File: config.mk
export PLATFORM = sky130hd
export DESIGN_NAME = fifo_wr_arb_flat
export DESIGN_NICKNAME = d
export VERILOG_FILES = /design/src/rtl/fifo_wr_arb_if.sv /design/src/rtl/fifo_wr_arb.sv /design/src/flat_wrapper.sv
export SDC_FILE = /design/constraint.sdc
export NUM_CORES = 1
export LEC_CHECK = 0
export BUFFER_PORTS_ARGS = -buffer_cell sky130_fd_sc_hd__buf_2
export CAP_MARGIN = 20
export CORE_ASPECT_RATIO = 0.8
export CORE_MARGIN = 8
export CORE_UTILIZATION = 30
export CTS_CLUSTER_DIAMETER = 200
export DETAILED_ROUTE_END_ITERATION = 10
export PLACE_DENSITY = 0.69
export SYNTH_ARGS = -nofsm -noshare
export SYNTH_HDL_FRONTEND = slang
export SYNTH_SLANG_ARGS = --single-unit
File: constraint.sdc
create_clock -name clk -period 1.8 [get_ports clk]
set_input_delay 0.36 -clock clk [delete_from_list [all_inputs] [get_ports clk]]
set_output_delay 0.36 -clock clk [all_outputs]
set_load 0.02 [all_outputs]
File: src/rtl/fifo_wr_arb_if.sv
// fifo_wr_arb_if: requester streams and FIFO write-side signals shared by the arbiter
interface fifo_wr_arb_if #(
    parameter int NREQ  = 4,
    parameter int DSIZE = 8,
    parameter int IDW   = $clog2(NREQ)
);
    logic [NREQ-1:0]       req_valid;
    logic [NREQ*DSIZE-1:0] req_data;
    logic [NREQ-1:0]       req_ready;
    logic                  wfull;
    logic                  winc;
    logic [DSIZE-1:0]      wdata;
    logic [NREQ-1:0]       grant;
    logic [IDW-1:0]        grant_id;
    modport master (
        input  req_valid, req_data, wfull,
        output req_ready, winc, wdata, grant, grant_id
    );
    modport slave (
        output req_valid, req_data, wfull,
        input  req_ready, winc, wdata, grant, grant_id
    );
endinterface

File: src/rtl/fifo_wr_arb.sv
// fifo_wr_arb: round-robin burst arbiter sharing one FIFO write port among NREQ requesters
module fifo_wr_arb #(
    parameter int NREQ  = 4,
    parameter int DSIZE = 8,
    parameter int BURST = 4,
    parameter int IDW   = $clog2(NREQ)
) (
    input logic            clk,
    input logic            resetb,
    fifo_wr_arb_if.master  bus
);
    localparam int BW = $clog2(BURST + 1);
    typedef enum logic {IDLE, GRANT} state_t;
    state_t          state_q, state_d;
    logic [IDW-1:0]  cur_q, cur_d, last_q, last_d;
    logic [BW-1:0]   beats_q, beats_d;
    logic            xfer, burst_end;
    logic [NREQ-1:0] masked;
    function automatic logic [IDW-1:0] pick(input logic [NREQ-1:0] v, input logic [IDW-1:0] from);
        logic [IDW-1:0] r;
        int idx;
        r = '0;
        for (int k = NREQ; k >= 1; k--) begin
            idx = (int'(from) + k) % NREQ;
            if (v[idx]) r = IDW'(idx);
        end
        return r;
    endfunction
    always_comb begin
        state_d       = state_q;
        cur_d         = cur_q;
        last_d        = last_q;
        beats_d       = beats_q;
        xfer          = 1'b0;
        burst_end     = 1'b0;
        masked        = '0;
        bus.req_ready = '0;
        bus.winc      = 1'b0;
        bus.wdata     = '0;
        bus.grant     = '0;
        bus.grant_id  = '0;
        if (state_q == IDLE) begin
            if (|bus.req_valid) begin
                state_d = GRANT;
                cur_d   = pick(bus.req_valid, last_q);
                last_d  = cur_d;
                beats_d = '0;
            end
        end else begin
            xfer                 = bus.req_valid[cur_q] & ~bus.wfull;
            burst_end            = xfer && (beats_q == BW'(BURST - 1));
            // a beat in flight while reset is low is dropped rather than half-accepted
            bus.req_ready[cur_q] = resetb & ~bus.wfull;
            bus.winc             = resetb & xfer;
            bus.wdata            = bus.req_data[cur_q*DSIZE +: DSIZE];
            bus.grant[cur_q]     = 1'b1;
            bus.grant_id         = cur_q;
            beats_d              = xfer ? beats_q + BW'(1) : beats_q;
            if (burst_end || !bus.req_valid[cur_q]) begin
                masked  = bus.req_valid & ~(NREQ'(1) << cur_q);
                beats_d = '0;
                if (|masked) begin
                    cur_d  = pick(masked, last_q);
                    last_d = cur_d;
                end else if (!burst_end) begin
                    state_d = IDLE;
                end
            end
        end
    end
    always_ff @(posedge clk) begin
        if (!resetb) begin
            state_q <= IDLE;
            cur_q   <= '0;
            last_q  <= IDW'(NREQ - 1);
            beats_q <= '0;
        end else begin
            state_q <= state_d;
            cur_q   <= cur_d;
            last_q  <= last_d;
            beats_q <= beats_d;
        end
    end
endmodule

File: src/flat_wrapper.sv
// flat-port wrapper written by rule: the top's interface ports become plain ports
module fifo_wr_arb_flat 
#(
    parameter int NREQ  = 4,
    parameter int DSIZE = 8,
    parameter int BURST = 4,
    parameter int IDW   = $clog2(NREQ)
)
  (clk, resetb, bus_req_valid, bus_req_data, bus_wfull, bus_req_ready, bus_winc, bus_wdata, bus_grant, bus_grant_id);
  fifo_wr_arb_if #(.NREQ(NREQ), .DSIZE(DSIZE), .IDW(IDW)) bus_i ();
  input logic clk;
  input logic resetb;
  input wire logic [$bits(bus_i.req_valid)-1:0] bus_req_valid;
  input wire logic [$bits(bus_i.req_data)-1:0] bus_req_data;
  input wire logic [$bits(bus_i.wfull)-1:0] bus_wfull;
  output wire logic [$bits(bus_i.req_ready)-1:0] bus_req_ready;
  output wire logic [$bits(bus_i.winc)-1:0] bus_winc;
  output wire logic [$bits(bus_i.wdata)-1:0] bus_wdata;
  output wire logic [$bits(bus_i.grant)-1:0] bus_grant;
  output wire logic [$bits(bus_i.grant_id)-1:0] bus_grant_id;
  assign bus_i.req_valid = bus_req_valid;
  assign bus_i.req_data = bus_req_data;
  assign bus_i.wfull = bus_wfull;
  assign bus_req_ready = bus_i.req_ready;
  assign bus_winc = bus_i.winc;
  assign bus_wdata = bus_i.wdata;
  assign bus_grant = bus_i.grant;
  assign bus_grant_id = bus_i.grant_id;
  fifo_wr_arb #(.NREQ(NREQ), .DSIZE(DSIZE), .BURST(BURST), .IDW(IDW)) u_core (.clk(clk), .resetb(resetb), .bus(bus_i));
endmodule
== After elaboration in Yosys (flattened, before gate mapping) ==
Index checks and enable logic that the tools add are counted.
Widths: inputs -> output; s select.

* Register bits after elaboration: 8
* Input bits: 39
* Logic and storage cells: 99

* Shift-type cells: 2
* Multiplexer cells: 54
* Reduce and logical (&&, ||, !) cells: 13
* Order comparisons: 6
* Add/sub/neg operators: 5
* Eq/ne operators: 4
* Bitwise logic cells: 11

{| class="wikitable"
|+ Operators with widths
! cell !! count
|-
| $shiftx 32x6->8 || 1
|-
| $mux 2 || 13
|-
| $mux 1 || 24
|-
| $bmux 1 s2 || 9
|-
| $lt 3x4->1 const B || 4
|-
| $mux 3 || 4
|-
| $and 4x4->4 || 2
|-
| $mux 4 || 2
|-
| $mux 8 || 1
|-
| $reduce_or 2->1 || 4
|-
| $reduce_or 4->1 || 2
|-
| $add 2x1->2 const B || 2
|-
| $add 2x2->2 const B || 2
|-
| $and 1x1->1 const A || 4
|-
| $ne 2x2->1 const B || 2
|-
| $not 4->4 || 1
|-
| $shl 1x2->4 const A || 1
|-
| $add 3x1->3 const B || 1
|-
| $and 1x1->1 || 3
|-
| $eq 3x2->1 const B || 1
|-
| $lt 2x3->1 const B || 1
|-
| $ne 3x3->1 const B || 1
|-
| $reduce_and 3->1 || 1
|-
| $demux 1 s2 || 1
|-
| other kinds (7) || 8
|}

== Logic depth before layout (Yosys ltp) ==
Gate-level depths: netlist of the first run.

* Depth after elaboration: 13
* Depth in mapped cells: 8

== Worst setup path before layout of the first run ==
Ideal clock, no wire load.

* Path type: reg2out
* From: register u_core.cur_q[1]
* To: output bus_req_ready[3]
* Cell stages (with the launch flop): 6
* Required time: 1.440 ns
* Path slack: -0.352 ns
* Arrival time: 1.792 ns
* Cells stage by stage: dfxtp_1 > buf_2 > buf_1 > buf_1 > and3_1 > nor2b_1

* Longest elaborated chain between the ends: 6
* Elaborated cells on any way between the ends: 7
* Those cells by class: order compare: 2; mux: 3; bitwise: 1; reduce/logical: 1

{| class="wikitable"
|+ Ends and longest elaborated chain
! item !! RTL line !! source
|-
| start, declared || fifo_wr_arb.sv:15 || <nowiki>logic [IDW-1:0] cur_q, cur_d, last_q, last_d;</nowiki>
|-
| start signal, assigned || fifo_wr_arb.sv:79 || <nowiki>cur_q <= cur_d;</nowiki>
|-
| $lt 2x3->1 (implied by the code) or $ge 2x1->1 (tied branches) || fifo_wr_arb.sv:53 || <nowiki>bus.req_ready[cur_q] = resetb & ~bus.wfull;</nowiki>
|-
| $logic_and 1x1->1 (implied by the code) || fifo_wr_arb.sv:53 ||
|-
| $mux 1 (implied by the code) || fifo_wr_arb.sv:53 ||
|-
| $demux 1 s2 (*) || -- ||
|-
| $and 4x4->4 (no line) (*) || -- ||
|-
| $mux 4 (*) || fifo_wr_arb.sv:42 || <nowiki>if (state_q == IDLE) begin</nowiki>
|-
| end, declared || flat_wrapper.sv:16 || <nowiki>output wire logic [$bits(bus_i.req_ready)-1:0] bus_req_ready;</nowiki>
|}

Every way passes the cells marked *; elsewhere a longest branch is shown, timed or not.

== Final worst setup path of the first run ==
* From: register u_core.cur_q[0]
* To: output bus_wdata[1]

* Longest elaborated chain between the ends: 2

{| class="wikitable"
|+ Ends and longest elaborated chain
! item !! RTL line !! source
|-
| $shiftx 32x6->8 || fifo_wr_arb.sv:55 || <nowiki>bus.wdata = bus.req_data[cur_q*DSIZE +: DSIZE];</nowiki>
|-
| $mux 8 || fifo_wr_arb.sv:42 ||
|-
| end, declared || flat_wrapper.sv:18 || <nowiki>output wire logic [$bits(bus_i.wdata)-1:0] bus_wdata;</nowiki>
|}

No other way between the ends.

==> run_summary.xml, run 1 <==
<?xml version="1.0" encoding="UTF-8"?>
<metrics>
  <group name="pwr">
    <metric name="seq_power_share" unit="">0.197</metric>
    <metric name="ir_drop" unit="uV">260</metric>
    <metric name="share_comb_of_total_power" unit="">0.632</metric>
    <metric name="power.clock.fraction" unit="">0.171</metric>
    <metric name="cellPowerDensity" unit="nW/um2">709</metric>
    <metric name="p_int" unit="mW">0.760</metric>
    <metric name="netSwitchingPower" unit="mW">0.496</metric>
    <metric name="power_leakage" unit="nW">0.836</metric>
    <metric name="switching_share" unit="">0.395</metric>
  </group>
  <group name="timing">
    <metric name="slew_violations" unit="">0</metric>
    <metric name="finalHoldWorstSlack" unit="ps">422</metric>
    <metric name="post-route-min-period" unit="ps">1940</metric>
    <metric name="setup-violations-final" unit="">12</metric>
    <metric name="rsz0062_at_grt" unit="">true</metric>
    <metric name="worst_clock_skew" unit="ps">6.71</metric>
    <metric name="finalCritPeriodShare" unit="">1.08</metric>
    <metric name="finalWorstSetupSlack" unit="ps">-141</metric>
    <metric name="timing.slew.headroom" unit="">0.746</metric>
    <metric name="setup_tns" unit="ps">-1180</metric>
    <metric name="fmax" unit="GHz">0.515</metric>
    <metric name="timing_worst_slew_pin_value" unit="ps">382</metric>
    <metric name="final-hold-violation-count" unit="">0</metric>
  </group>
  <group name="synthesis">
    <metric name="synth_enable_flop_cells" unit="">0</metric>
    <metric name="post_synth_arst_share" unit="">0</metric>
    <metric name="ys.flop_type" unit="">sky130_fd_sc_hd__dfxtp_1</metric>
    <metric name="synth.cell_area" unit="um2">1170</metric>
    <metric name="post_synth_num_cell_types" unit="">49</metric>
    <metric name="syn-instance-count" unit="">149</metric>
    <metric name="synth.net_count" unit="">190</metric>
    <metric name="postSynthAreaPerCell" unit="um2">7.87</metric>
    <metric name="yosys.area.top_type" unit="">sky130_fd_sc_hd__mux4_2</metric>
    <metric name="post_synthesis_sequential_area_ratio" unit="">0.137</metric>
    <metric name="yosys_warnings" unit="">0</metric>
    <metric name="synth-seq-cells" unit="">8</metric>
    <metric name="largest_cells_by_area_after_synthesis" unit="">sky130_fd_sc_hd__mux4_2 15%, sky130_fd_sc_hd__dfxtp_1 14%, sky130_fd_sc_hd__and2_1 4.8%</metric>
    <metric name="synth_top_cell_area_share" unit="">0.154</metric>
  </group>
  <group name="setup_path">
    <metric name="worst_ep_arrival_time" unit="ps">1580</metric>
    <metric name="timing.critical_path.max_delay_family" unit="">multiplexers</metric>
    <metric name="crit_path_start_kind" unit="">flip-flop</metric>
    <metric name="slack_of_the_worst_reg_to_reg_path" unit="ps">-100</metric>
    <metric name="highest_net_fanout_along_the_worst_path" unit="">11</metric>
    <metric name="required" unit="ps">1440</metric>
    <metric name="timing.critical_path.cells" unit="">buf_12, mux4_2, and2_1, buf_2</metric>
    <metric name="slowest_cp_cell" unit="">sky130_fd_sc_hd__mux4_2</metric>
    <metric name="critical_path_class" unit="">reg -&gt; out</metric>
    <metric name="critPathCaptureType" unit="">output pin</metric>
    <metric name="worstPathBufferInverterCount" unit="">2</metric>
    <metric name="critical_path.max_stage_delay" unit="ps">500</metric>
  </group>
  <group name="worst_hold_path">
    <metric name="worstHoldPathType" unit="">in -&gt; reg</metric>
  </group>
  <group name="grt">
    <metric name="globalRouteOverflowTotal" unit="">0</metric>
    <metric name="antenna_found_initial" unit="">0</metric>
    <metric name="grt_pass1_vias" unit="">1299</metric>
    <metric name="grt_pass1_wl" unit="um">6340</metric>
    <metric name="grt.total_usage" unit="">0.124</metric>
    <metric name="grt_start_max_net_pins" unit="">20</metric>
  </group>
  <group name="floorplanning">
    <metric name="num_rows" unit="">20</metric>
    <metric name="floorplan.initialDensity" unit="">0.310</metric>
    <metric name="die_x" unit="um">85.9</metric>
    <metric name="ios" unit="">58</metric>
    <metric name="die_area" unit="um2">6180</metric>
    <metric name="die-height" unit="um">71.9</metric>
    <metric name="design.core.area" unit="um2">3780</metric>
  </group>
  <group name="cts">
    <metric name="tritoncts_num_sinks" unit="">8</metric>
    <metric name="clock_insertion_delay_at_the_later_pin_of_the_skew_report" unit="ps">230</metric>
    <metric name="root_buffer" unit="">sky130_fd_sc_hd__clkbuf_8</metric>
    <metric name="cts_made_buffers" unit="">3</metric>
    <metric name="ctsLongestPathBuffers" unit="">2</metric>
    <metric name="tritoncts_clock_tree" unit="">yes</metric>
    <metric name="clk_transition_reported_paths" unit="ps">40</metric>
    <metric name="cts-htree-levels" unit="">1</metric>
  </group>
  <group name="placed_design">
    <metric name="place_hpwl" unit="um">3220</metric>
    <metric name="placedCellCount" unit="">270</metric>
    <metric name="dp_slack" unit="ps">-105</metric>
    <metric name="gpl.final_weighted_congestion" unit="">0.939</metric>
    <metric name="port_buffers" unit="">57</metric>
  </group>
  <group name="outcome">
    <metric name="result_of_the_run" unit="">finished with violations</metric>
    <metric name="failing_checks" unit="">negative setup slack</metric>
  </group>
  <group name="routing">
    <metric name="avgViaCountPerCell" unit="">5.17</metric>
    <metric name="postRouteAntennaNets" unit="">0</metric>
    <metric name="detailedRoute.firstPassIterationCount" unit="">4</metric>
    <metric name="finalWirelength" unit="um">3980</metric>
    <metric name="dr_total_vias" unit="">1422</metric>
    <metric name="initialDrtViolationCount" unit="">81</metric>
    <metric name="wl_per_cell" unit="um">14.5</metric>
    <metric name="remaining_drc_errors" unit="">0</metric>
  </group>
  <group name="final_layout">
    <metric name="area_delta_synth_final" unit="%">51.0</metric>
    <metric name="drive_above_1_share" unit="">0.514</metric>
    <metric name="most-common-layout-cells" unit="">55 x sky130_fd_sc_hd__buf_2, 23 x sky130_fd_sc_hd__buf_4, 11 x sky130_fd_sc_hd__nor2_1</metric>
    <metric name="postLayoutCoreUtil" unit="">0.469</metric>
    <metric name="diodes_inserted" unit="">0</metric>
    <metric name="final_cell_count_no_fill" unit="">275</metric>
    <metric name="num-nets-final" unit="">263</metric>
    <metric name="mostFrequentLayoutCell" unit="">sky130_fd_sc_hd__buf_2</metric>
  </group>
  <group name="run">
    <metric name="max_cap_viol_count" unit="">0</metric>
  </group>
</metrics>
[area by class of cell]
cell class,instances,area [um2]
repair buffers,82,505
multi-input cells,117,950
clock buffers,3,41.3
inverters,10,37.5
flip-flops and latches,8,168
well taps,55,68.8
fillers,389,2010
[routing by layer]
| metal | routed length, um | GRT usage | vias to the layer above |
|---|---|---|---|
| li1 | - | - | 698 |
| met1 | 1850 | 0.161 | 659 |
| met2 | 1740 | 0.194 | 63 |
| met3 | 374 | 0.0463 | 2 |
| met4 | 10 | 0.0194 | 0 |
| met5 | 0 | 0 | - |
[synth_stat cells (all sizes together) (2+ instances only)]
master   instances
mux2i            5
nand2            5
and3             3
nor3b            2
ha               2
clkbuf           6
o21a             2
xnor2            2
nand2b           5
nor2            11
nor3             5
a21oi           11
dfxtp            8
o2bb2ai          3
buf              8
nor2b            5
inv             10
o21ai            6
mux2             3
a22oi            2
or2              2
a31oi            2
mux4             8
nand3            3
and2             9
[worst register-to-register path: stages, from the launching register on]
cell	delay (ps)
sky130_fd_sc_hd__dfxtp_4	390
sky130_fd_sc_hd__mux2_4	320
sky130_fd_sc_hd__a32o_2	270
sky130_fd_sc_hd__o32a_1	350
sky130_fd_sc_hd__a31oi_1	150
sky130_fd_sc_hd__o211ai_1	120
sky130_fd_sc_hd__o21a_1	190
[registers in the layout, indices dropped and copies added, names as in the netlist]
signal          flops
u_core.beats_q      3
u_core.cur_q        2
u_core.last_q       2
u_core.state_q      1
[cells by family (layout without fill, tap and decap cells)]
group                    count (synthesis)  count (layout)  synth area share
AND/OR/NAND/NOR                         56              56             0.268
AO/OA/AOI/OAI                           41              41             0.243
buffers and inverters                   24              95            0.0907
multiplexers                            16              16             0.225
flip-flops                               8               8             0.137
adder cells (fa/ha/maj)                  2               2            0.0213
XOR/XNOR                                 2               2            0.0149
[final timing paths]
path                                         from           endpoint  cells after the start
worst max register to register    u_core.cur_q[0]   u_core.last_q[0]                      6
worst max-delay path              u_core.cur_q[0]       bus_wdata[1]                      4
worst min register to register  u_core.beats_q[2]  u_core.beats_q[2]                      2
worst min-delay path                       resetb    u_core.cur_q[0]                      2
[stage by stage]
step                      power [mW]  cell area (um2)
after floorplan                0.736             1190
after global placement         0.965             1640
after detailed placement       0.967             1640
after CTS                       1.24             1730
after global routing            1.35             1770
final                           1.26             1770
[power by group through the flow]
| stage | combinational [mW] | clock [mW] | sequential (mW) |
|---|---|---|---|
| floorplan | 0.521 | 0 | 0.215 |
| global placement | 0.723 | 0 | 0.242 |
| detailed placement | 0.725 | 0 | 0.241 |
| CTS | 0.770 | 0.223 | 0.244 |
| global route | 0.862 | 0.237 | 0.250 |
| finish | 0.794 | 0.215 | 0.247 |
[what timing repair did]
action	in CTS	in global routing
pin swaps	0	5
gates resized for setup	12	12
hold buffers	0	0
setup endpoints to repair	15	13
setup buffers	2	0
Power figures use the tool's default switching activity.
==> run 2: changes to the inputs <==
- CELL_PAD_IN_SITES_DETAIL_PLACEMENT: default -> 0
- CELL_PAD_IN_SITES_GLOBAL_PLACEMENT: default -> 1
- CORE_UTILIZATION: 30 -> 29
- PLACE_DENSITY: 0.69 -> 0.88
==> run 2 against run 1 <==
Net effect: the flow still finishes with violations (negative setup slack); clock power barely moved; routed wire length rose by 9.0%; hold slack improved by 1.2 ps; non-clock buffer count rose by 9; maximum frequency rose by 0.56%; register-to-register slack got worse by 30 ps; critical path depth did not move; flip-flop and latch count did not move; first-iteration DRC count rose by 31%; clock-buffer cell count did not move; sequential share of layout area fell by 0.73 points; worst setup slack improved by 11 ps; critical endpoint is now bus_wdata[2].
==> run_summary.xml, run 2 (synthesis results as in run 1) <==
<?xml version="1.0" encoding="UTF-8"?>
<metrics>
  <group name="grt">
    <metric name="grt_pass1_vias" unit="">1404</metric>
    <metric name="antenna_found_initial" unit="">0</metric>
    <metric name="globalRouteOverflowTotal" unit="">0</metric>
    <metric name="grt_start_max_net_pins" unit="">20</metric>
    <metric name="grt_pass1_wl" unit="um">6430</metric>
    <metric name="grt.total_usage" unit="">0.124</metric>
  </group>
  <group name="final_layout">
    <metric name="fillers" unit="">365</metric>
    <metric name="mostFrequentLayoutCell" unit="">sky130_fd_sc_hd__buf_2</metric>
    <metric name="most-common-layout-cells" unit="">48 x sky130_fd_sc_hd__buf_2, 29 x sky130_fd_sc_hd__buf_4, 12 x sky130_fd_sc_hd__buf_6</metric>
    <metric name="multiInputGateArea" unit="um2">951</metric>
    <metric name="drive_above_1_share" unit="">0.546</metric>
    <metric name="regMostFlops" unit="">u_core.beats_q</metric>
    <metric name="num-nets-final" unit="">272</metric>
    <metric name="largest_register_ff_count" unit="">3</metric>
    <metric name="sequential_cell_area" unit="um2">166</metric>
    <metric name="layout_top_registers" unit="">u_core.beats_q: 3 flops, u_core.cur_q: 2 flops, u_core.last_q: 2 flops</metric>
    <metric name="diodes_inserted" unit="">0</metric>
    <metric name="postLayoutCoreUtil" unit="">0.497</metric>
    <metric name="area_delta_synth_final" unit="%">62.3</metric>
  </group>
  <group name="timing">
    <metric name="finalCritPeriodShare" unit="">1.07</metric>
    <metric name="rsz0062_at_grt" unit="">true</metric>
    <metric name="post-route-min-period" unit="ps">1930</metric>
    <metric name="setup-violations-final" unit="">12</metric>
    <metric name="slew_violations" unit="">0</metric>
    <metric name="timing_worst_slew_pin_value" unit="ps">367</metric>
    <metric name="finalWorstSetupSlack" unit="ps">-130</metric>
    <metric name="fmax" unit="GHz">0.518</metric>
    <metric name="final-hold-violation-count" unit="">0</metric>
    <metric name="timing.slew.headroom" unit="">0.753</metric>
    <metric name="finalHoldWorstSlack" unit="ps">423</metric>
    <metric name="worst_clock_skew" unit="ps">4.55</metric>
  </group>
  <group name="worst_hold_path">
    <metric name="worstHoldPathType" unit="">in -&gt; reg</metric>
  </group>
  <group name="floorplanning">
    <metric name="floorplan.initialDensity" unit="">0.306</metric>
    <metric name="ios" unit="">58</metric>
    <metric name="die_area" unit="um2">6350</metric>
    <metric name="die_x" unit="um">87.1</metric>
    <metric name="die-height" unit="um">72.9</metric>
    <metric name="num_rows" unit="">20</metric>
    <metric name="design.core.area" unit="um2">3830</metric>
  </group>
  <group name="cts">
    <metric name="root_buffer" unit="">sky130_fd_sc_hd__clkbuf_8</metric>
    <metric name="ctsLongestPathBuffers" unit="">2</metric>
    <metric name="tritoncts_clock_tree" unit="">yes</metric>
    <metric name="cts-htree-levels" unit="">1</metric>
    <metric name="tritoncts_num_sinks" unit="">8</metric>
    <metric name="cts_made_buffers" unit="">3</metric>
    <metric name="clk_transition_reported_paths" unit="ps">40</metric>
    <metric name="clock_insertion_delay_at_the_later_pin_of_the_skew_report" unit="ps">230</metric>
  </group>
  <group name="routing">
    <metric name="wl_per_cell" unit="um">15.3</metric>
    <metric name="detailedRoute.firstPassIterationCount" unit="">4</metric>
    <metric name="remaining_drc_errors" unit="">0</metric>
    <metric name="dr_total_vias" unit="">1461</metric>
    <metric name="avgViaCountPerCell" unit="">5.14</metric>
    <metric name="initialDrtViolationCount" unit="">106</metric>
    <metric name="postRouteAntennaNets" unit="">0</metric>
    <metric name="finalWirelength" unit="um">4340</metric>
  </group>
  <group name="outcome">
    <metric name="failing_checks" unit="">negative setup slack</metric>
    <metric name="result_of_the_run" unit="">finished with violations</metric>
  </group>
  <group name="placed_design">
    <metric name="place_hpwl" unit="um">3280</metric>
    <metric name="gpl.final_weighted_congestion" unit="">0.884</metric>
    <metric name="port_buffers" unit="">57</metric>
  </group>
  <group name="pwr">
    <metric name="cellPowerDensity" unit="nW/um2">707</metric>
    <metric name="power_leakage" unit="nW">0.901</metric>
    <metric name="ir_drop" unit="uV">200</metric>
  </group>
  <group name="setup_path">
    <metric name="worst_ep_arrival_time" unit="ps">1570</metric>
    <metric name="critPathCaptureType" unit="">output pin</metric>
    <metric name="required" unit="ps">1440</metric>
    <metric name="crit_path_start_kind" unit="">flip-flop</metric>
    <metric name="highest_net_fanout_along_the_worst_path" unit="">6</metric>
    <metric name="critical_path_class" unit="">reg -&gt; out</metric>
  </group>
  <group name="run">
    <metric name="max_cap_viol_count" unit="">0</metric>
  </group>
</metrics>
-- run 2: cell types whose count changed in the layout (fill, tap and decap cells not counted), sizes merged --
cell / change
clkbuf: +1
buf: +8
-- run 2: critical path, cell delays in order, from the launching register on --
cell	delay (ps)
sky130_fd_sc_hd__dfxtp_4	400
sky130_fd_sc_hd__clkbuf_16	150
sky130_fd_sc_hd__mux4_2	490
sky130_fd_sc_hd__and2_4	180
sky130_fd_sc_hd__buf_6	120
-- run 2: area by class of cell --
class / count / share of cell area
multi-input combinational: 117 / 0.500
timing repair buffer: 91 / 0.335
sequential: 8 / 0.0874
tap: 55 / 0.0362
clock buffer: 3 / 0.0217
inverter: 10 / 0.0197
-- run 2: timing repair --
| action | 4_1_cts | 5_1_grt |
|---|---|---|
| resized for setup | 4 | 34 |
| hold endpoints to repair | 0 | 0 |
| pin swaps | 0 | 3 |
| buffers inserted | 3 | 4 |
| cloned | 0 | 1 |
| endpoints found under the setup margin | 12 | 17 |
| hold buffers | 0 | 0 |
-- run 2: where the power goes --
part / leakage (nW) / switching, mW / internal [mW]
clock network: 0.0216 / 0.0701 / 0.145
registers: 0.0674 / 0.0410 / 0.202
logic: 0.813 / 0.401 / 0.487
-- run 2: per-layer routing --
| layer | global-route usage | wire length (um) |
|---|---|---|
| met5 | 0 | 0 |
| met4 | 0.0248 | 51 |
| met3 | 0.0585 | 619 |
| met2 | 0.183 | 1750 |
| met1 | 0.158 | 1920 |
-- run 2: metrics by stage --
step                      total power [mW]  setup slack [ps]  instance area [um2]  setup TNS (ps)  cells
after global placement               0.963             -81.7                 1660            -207    273
after floorplan                      0.736             -7.24                 1190           -7.24    149
after detailed placement             0.967              -123                 1660            -349    273
after CTS                             1.22              -133                 1740           -1200    279
after global routing                  1.44              -173                 1900           -1870    284
final                                 1.35              -130                 1900           -1180    284
-- run 2: final timing paths --
kind,start,endpoint,slack [ps],cells after the start
setup / recovery,u_core.cur_q[0],bus_wdata[2],-130,4
hold / removal,resetb,u_core.cur_q[0],420,2
setup reg to reg,u_core.cur_q[0],u_core.last_q[0],-130,6
hold reg to reg,u_core.beats_q[2],u_core.beats_q[2],480,2
==> run 3: changes to the inputs <==
- PLACE_DENSITY: 0.88 -> default
- PLACE_DENSITY_LB_ADDON: default -> 0.1
==> run 3 against run 2 <==
Net effect: the run still ends with negative setup slack left; design area up 5.2%; final cell count is 0.70% higher; clock skew down 1.1 ps; register-to-register slack hardly changed; combinational power up 7.9%; maximum frequency shrank 0.48%; non-clock buffer count up 2; flip-flop and latch count did not move; critical endpoint is now u_core.last_q[0]; highest routed layer unchanged.
==> run_summary.xml, run 3 (synthesis results as in run 1) <==
<?xml version="1.0" encoding="UTF-8"?>
<metrics>
  <group name="setup_path">
    <metric name="worst_r2r_startpoint" unit="">u_core.cur_q[0]</metric>
    <metric name="critical_path_class" unit="">reg -&gt; reg</metric>
    <metric name="worstPathBufferInverterCount" unit="">0</metric>
    <metric name="rr_endpoint" unit="">u_core.last_q[0]</metric>
    <metric name="critical_path.startpoint" unit="">u_core.cur_q[0]</metric>
    <metric name="timing.critical_path.cells" unit="">mux2_4, a32o_2, o32a_1, a31oi_1, o211ai_1, o21a_1</metric>
    <metric name="slowest_cp_cell" unit="">sky130_fd_sc_hd__dfxtp_4</metric>
    <metric name="required" unit="ps">1910</metric>
    <metric name="critical_path.max_stage_delay" unit="ps">410</metric>
    <metric name="crit_path_start_kind" unit="">flip-flop</metric>
    <metric name="crit_path_end" unit="">u_core.last_q[0]</metric>
    <metric name="cp_num_cells" unit="">6</metric>
    <metric name="reg2reg_depth" unit="">6</metric>
    <metric name="worst_ep_arrival_time" unit="ps">2050</metric>
    <metric name="slack_of_the_worst_reg_to_reg_path" unit="ps">-140</metric>
    <metric name="highest_net_fanout_along_the_worst_path" unit="">5</metric>
    <metric name="critPathCaptureType" unit="">flip-flop</metric>
    <metric name="timing.critical_path.max_delay_family" unit="">compound AO/OA/AOI/OAI gates</metric>
  </group>
  <group name="grt">
    <metric name="grt_start_max_net_pins" unit="">20</metric>
    <metric name="antenna_found_initial" unit="">0</metric>
    <metric name="grt.total_usage" unit="">0.145</metric>
    <metric name="grt_pass1_vias" unit="">1488</metric>
    <metric name="grt_pass1_wl" unit="um">7320</metric>
    <metric name="globalRouteOverflowTotal" unit="">0</metric>
  </group>
  <group name="timing">
    <metric name="slew_violations" unit="">0</metric>
    <metric name="finalWorstSetupSlack" unit="ps">-139</metric>
    <metric name="timing_worst_slew_pin_value" unit="ps">530</metric>
    <metric name="timing.slew.headroom" unit="">0.647</metric>
    <metric name="finalCritPeriodShare" unit="">1.08</metric>
    <metric name="worst_clock_skew" unit="ps">3.40</metric>
    <metric name="post-route-min-period" unit="ps">1940</metric>
    <metric name="final-hold-violation-count" unit="">0</metric>
    <metric name="setup-violations-final" unit="">12</metric>
    <metric name="rsz0062_at_grt" unit="">true</metric>
    <metric name="fmax" unit="GHz">0.516</metric>
    <metric name="setup_tns" unit="ps">-1240</metric>
  </group>
  <group name="placed_design">
    <metric name="port_buffers" unit="">57</metric>
    <metric name="place_hpwl" unit="um">3680</metric>
    <metric name="placedCellCount" unit="">277</metric>
    <metric name="gpl.final_weighted_congestion" unit="">0.836</metric>
    <metric name="dpl-instance-area" unit="um2">1690</metric>
    <metric name="dp_slack" unit="ps">-148</metric>
  </group>
  <group name="final_layout">
    <metric name="diodes_inserted" unit="">0</metric>
    <metric name="final_cell_count_no_fill" unit="">286</metric>
    <metric name="fillers" unit="">373</metric>
    <metric name="regMostFlops" unit="">u_core.beats_q</metric>
    <metric name="layout_top_registers" unit="">u_core.beats_q: 3 flops, u_core.cur_q: 2 flops, u_core.last_q: 2 flops</metric>
    <metric name="largest_register_ff_count" unit="">3</metric>
    <metric name="most-common-layout-cells" unit="">47 x sky130_fd_sc_hd__buf_2, 31 x sky130_fd_sc_hd__buf_4, 13 x sky130_fd_sc_hd__buf_6</metric>
    <metric name="area_delta_synth_final" unit="%">70.8</metric>
    <metric name="mostFrequentLayoutCell" unit="">sky130_fd_sc_hd__buf_2</metric>
    <metric name="num-nets-final" unit="">274</metric>
    <metric name="finish.instance_area" unit="um2">2000</metric>
    <metric name="drive_above_1_share" unit="">0.589</metric>
  </group>
  <group name="routing">
    <metric name="initialDrtViolationCount" unit="">84</metric>
    <metric name="detailedRoute.firstPassIterationCount" unit="">4</metric>
    <metric name="avgViaCountPerCell" unit="">5.13</metric>
    <metric name="finalWirelength" unit="um">4660</metric>
    <metric name="wl_per_cell" unit="um">16.3</metric>
    <metric name="remaining_drc_errors" unit="">0</metric>
    <metric name="postRouteAntennaNets" unit="">0</metric>
    <metric name="dr_total_vias" unit="">1468</metric>
  </group>
  <group name="floorplanning">
    <metric name="floorplan.initialDensity" unit="">0.306</metric>
    <metric name="die_area" unit="um2">6350</metric>
    <metric name="num_rows" unit="">20</metric>
    <metric name="ios" unit="">58</metric>
    <metric name="design.core.area" unit="um2">3830</metric>
    <metric name="die_x" unit="um">87.1</metric>
    <metric name="die-height" unit="um">72.9</metric>
  </group>
  <group name="pwr">
    <metric name="power_leakage" unit="nW">0.938</metric>
    <metric name="total_power" unit="mW">1.42</metric>
    <metric name="ir_drop" unit="uV">585</metric>
    <metric name="cellPowerDensity" unit="nW/um2">708</metric>
  </group>
  <group name="outcome">
    <metric name="failing_checks" unit="">negative setup slack</metric>
    <metric name="result_of_the_run" unit="">finished with violations</metric>
  </group>
  <group name="worst_hold_path">
    <metric name="worstHoldPathType" unit="">in -&gt; reg</metric>
  </group>
  <group name="cts">
    <metric name="cts-htree-levels" unit="">1</metric>
    <metric name="root_buffer" unit="">sky130_fd_sc_hd__clkbuf_8</metric>
    <metric name="tritoncts_clock_tree" unit="">yes</metric>
    <metric name="clock_insertion_delay_at_the_later_pin_of_the_skew_report" unit="ps">220</metric>
    <metric name="cts_made_buffers" unit="">3</metric>
    <metric name="clk_transition_reported_paths" unit="ps">40</metric>
    <metric name="ctsLongestPathBuffers" unit="">2</metric>
    <metric name="tritoncts_num_sinks" unit="">8</metric>
  </group>
  <group name="run">
    <metric name="max_cap_viol_count" unit="">0</metric>
  </group>
</metrics>
[run 3: cell types whose count changed in the layout (fill, tap and decap cells not counted), moves of 2 or more]
cell and change:
sky130_fd_sc_hd__a21oi_1 -2, sky130_fd_sc_hd__a21oi_2 +2, sky130_fd_sc_hd__buf_4 +2, sky130_fd_sc_hd__ha_1 -2, sky130_fd_sc_hd__ha_4 +2, sky130_fd_sc_hd__mux2_2 -2
sky130_fd_sc_hd__mux2_4 +2, sky130_fd_sc_hd__o21ai_0 -2, sky130_fd_sc_hd__o21ai_1 +2
[run 3: worst min-delay path by stage]
stage	from	end	slack, ps	cells after the start
floorplan	u_core.beats_q[2]	u_core.beats_q[2]	450	2
global placement	u_core.beats_q[2]	u_core.beats_q[2]	470	2
detailed placement	u_core.beats_q[2]	u_core.beats_q[2]	480	2
CTS	resetb	u_core.cur_q[0]	420	2
global route	resetb	u_core.cur_q[0]	430	2
finish	resetb	u_core.cur_q[0]	430	2
[run 3: layout make-up]
type	count	area [um2]	area share
clock buffer	3	41.3	0.0206
inverter	10	37.5	0.0188
multi-input combinational	117	1030	0.513
sequential	8	170	0.0850
tap	55	68.8	0.0344
timing repair buffer	93	657	0.328
[run 3: report_power, final]
| part | total (mW) | switching (mW) | internal, mW | leakage (nW) |
|---|---|---|---|---|
| combinational | 0.958 | 0.435 | 0.524 | 0.849 |
| clock | 0.209 | 0.0648 | 0.144 | 0.0216 |
| sequential | 0.249 | 0.0455 | 0.203 | 0.0682 |
| total | 1.42 | 0.545 | 0.872 | 0.938 |
[run 3: stage by stage]
stage	hold WS, ps	utilization
2_1_floorplan	454	-
4_1_cts	425	0.499
6_report	428	0.523
3_5_place_dp	485	0.442
3_3_place_gp	471	0.442
5_1_grt	433	0.523
[run 3: routing by layer]
metal,track usage,wire length (um),vias up
li1,-,-,719
met1,0.175,2050,691
met2,0.247,2110,56
met3,0.0461,486,2
met4,0.0210,8,0
met5,0,0,-
[run 3: what timing repair did]
item | CTS | global route
endpoints found under the setup margin | 17 | 17
buffers inserted | 2 | 4
gates resized for setup | 45 | 14
cloned | 1 | 0
hold buffers | 0 | 0
pin swaps | 6 | 0
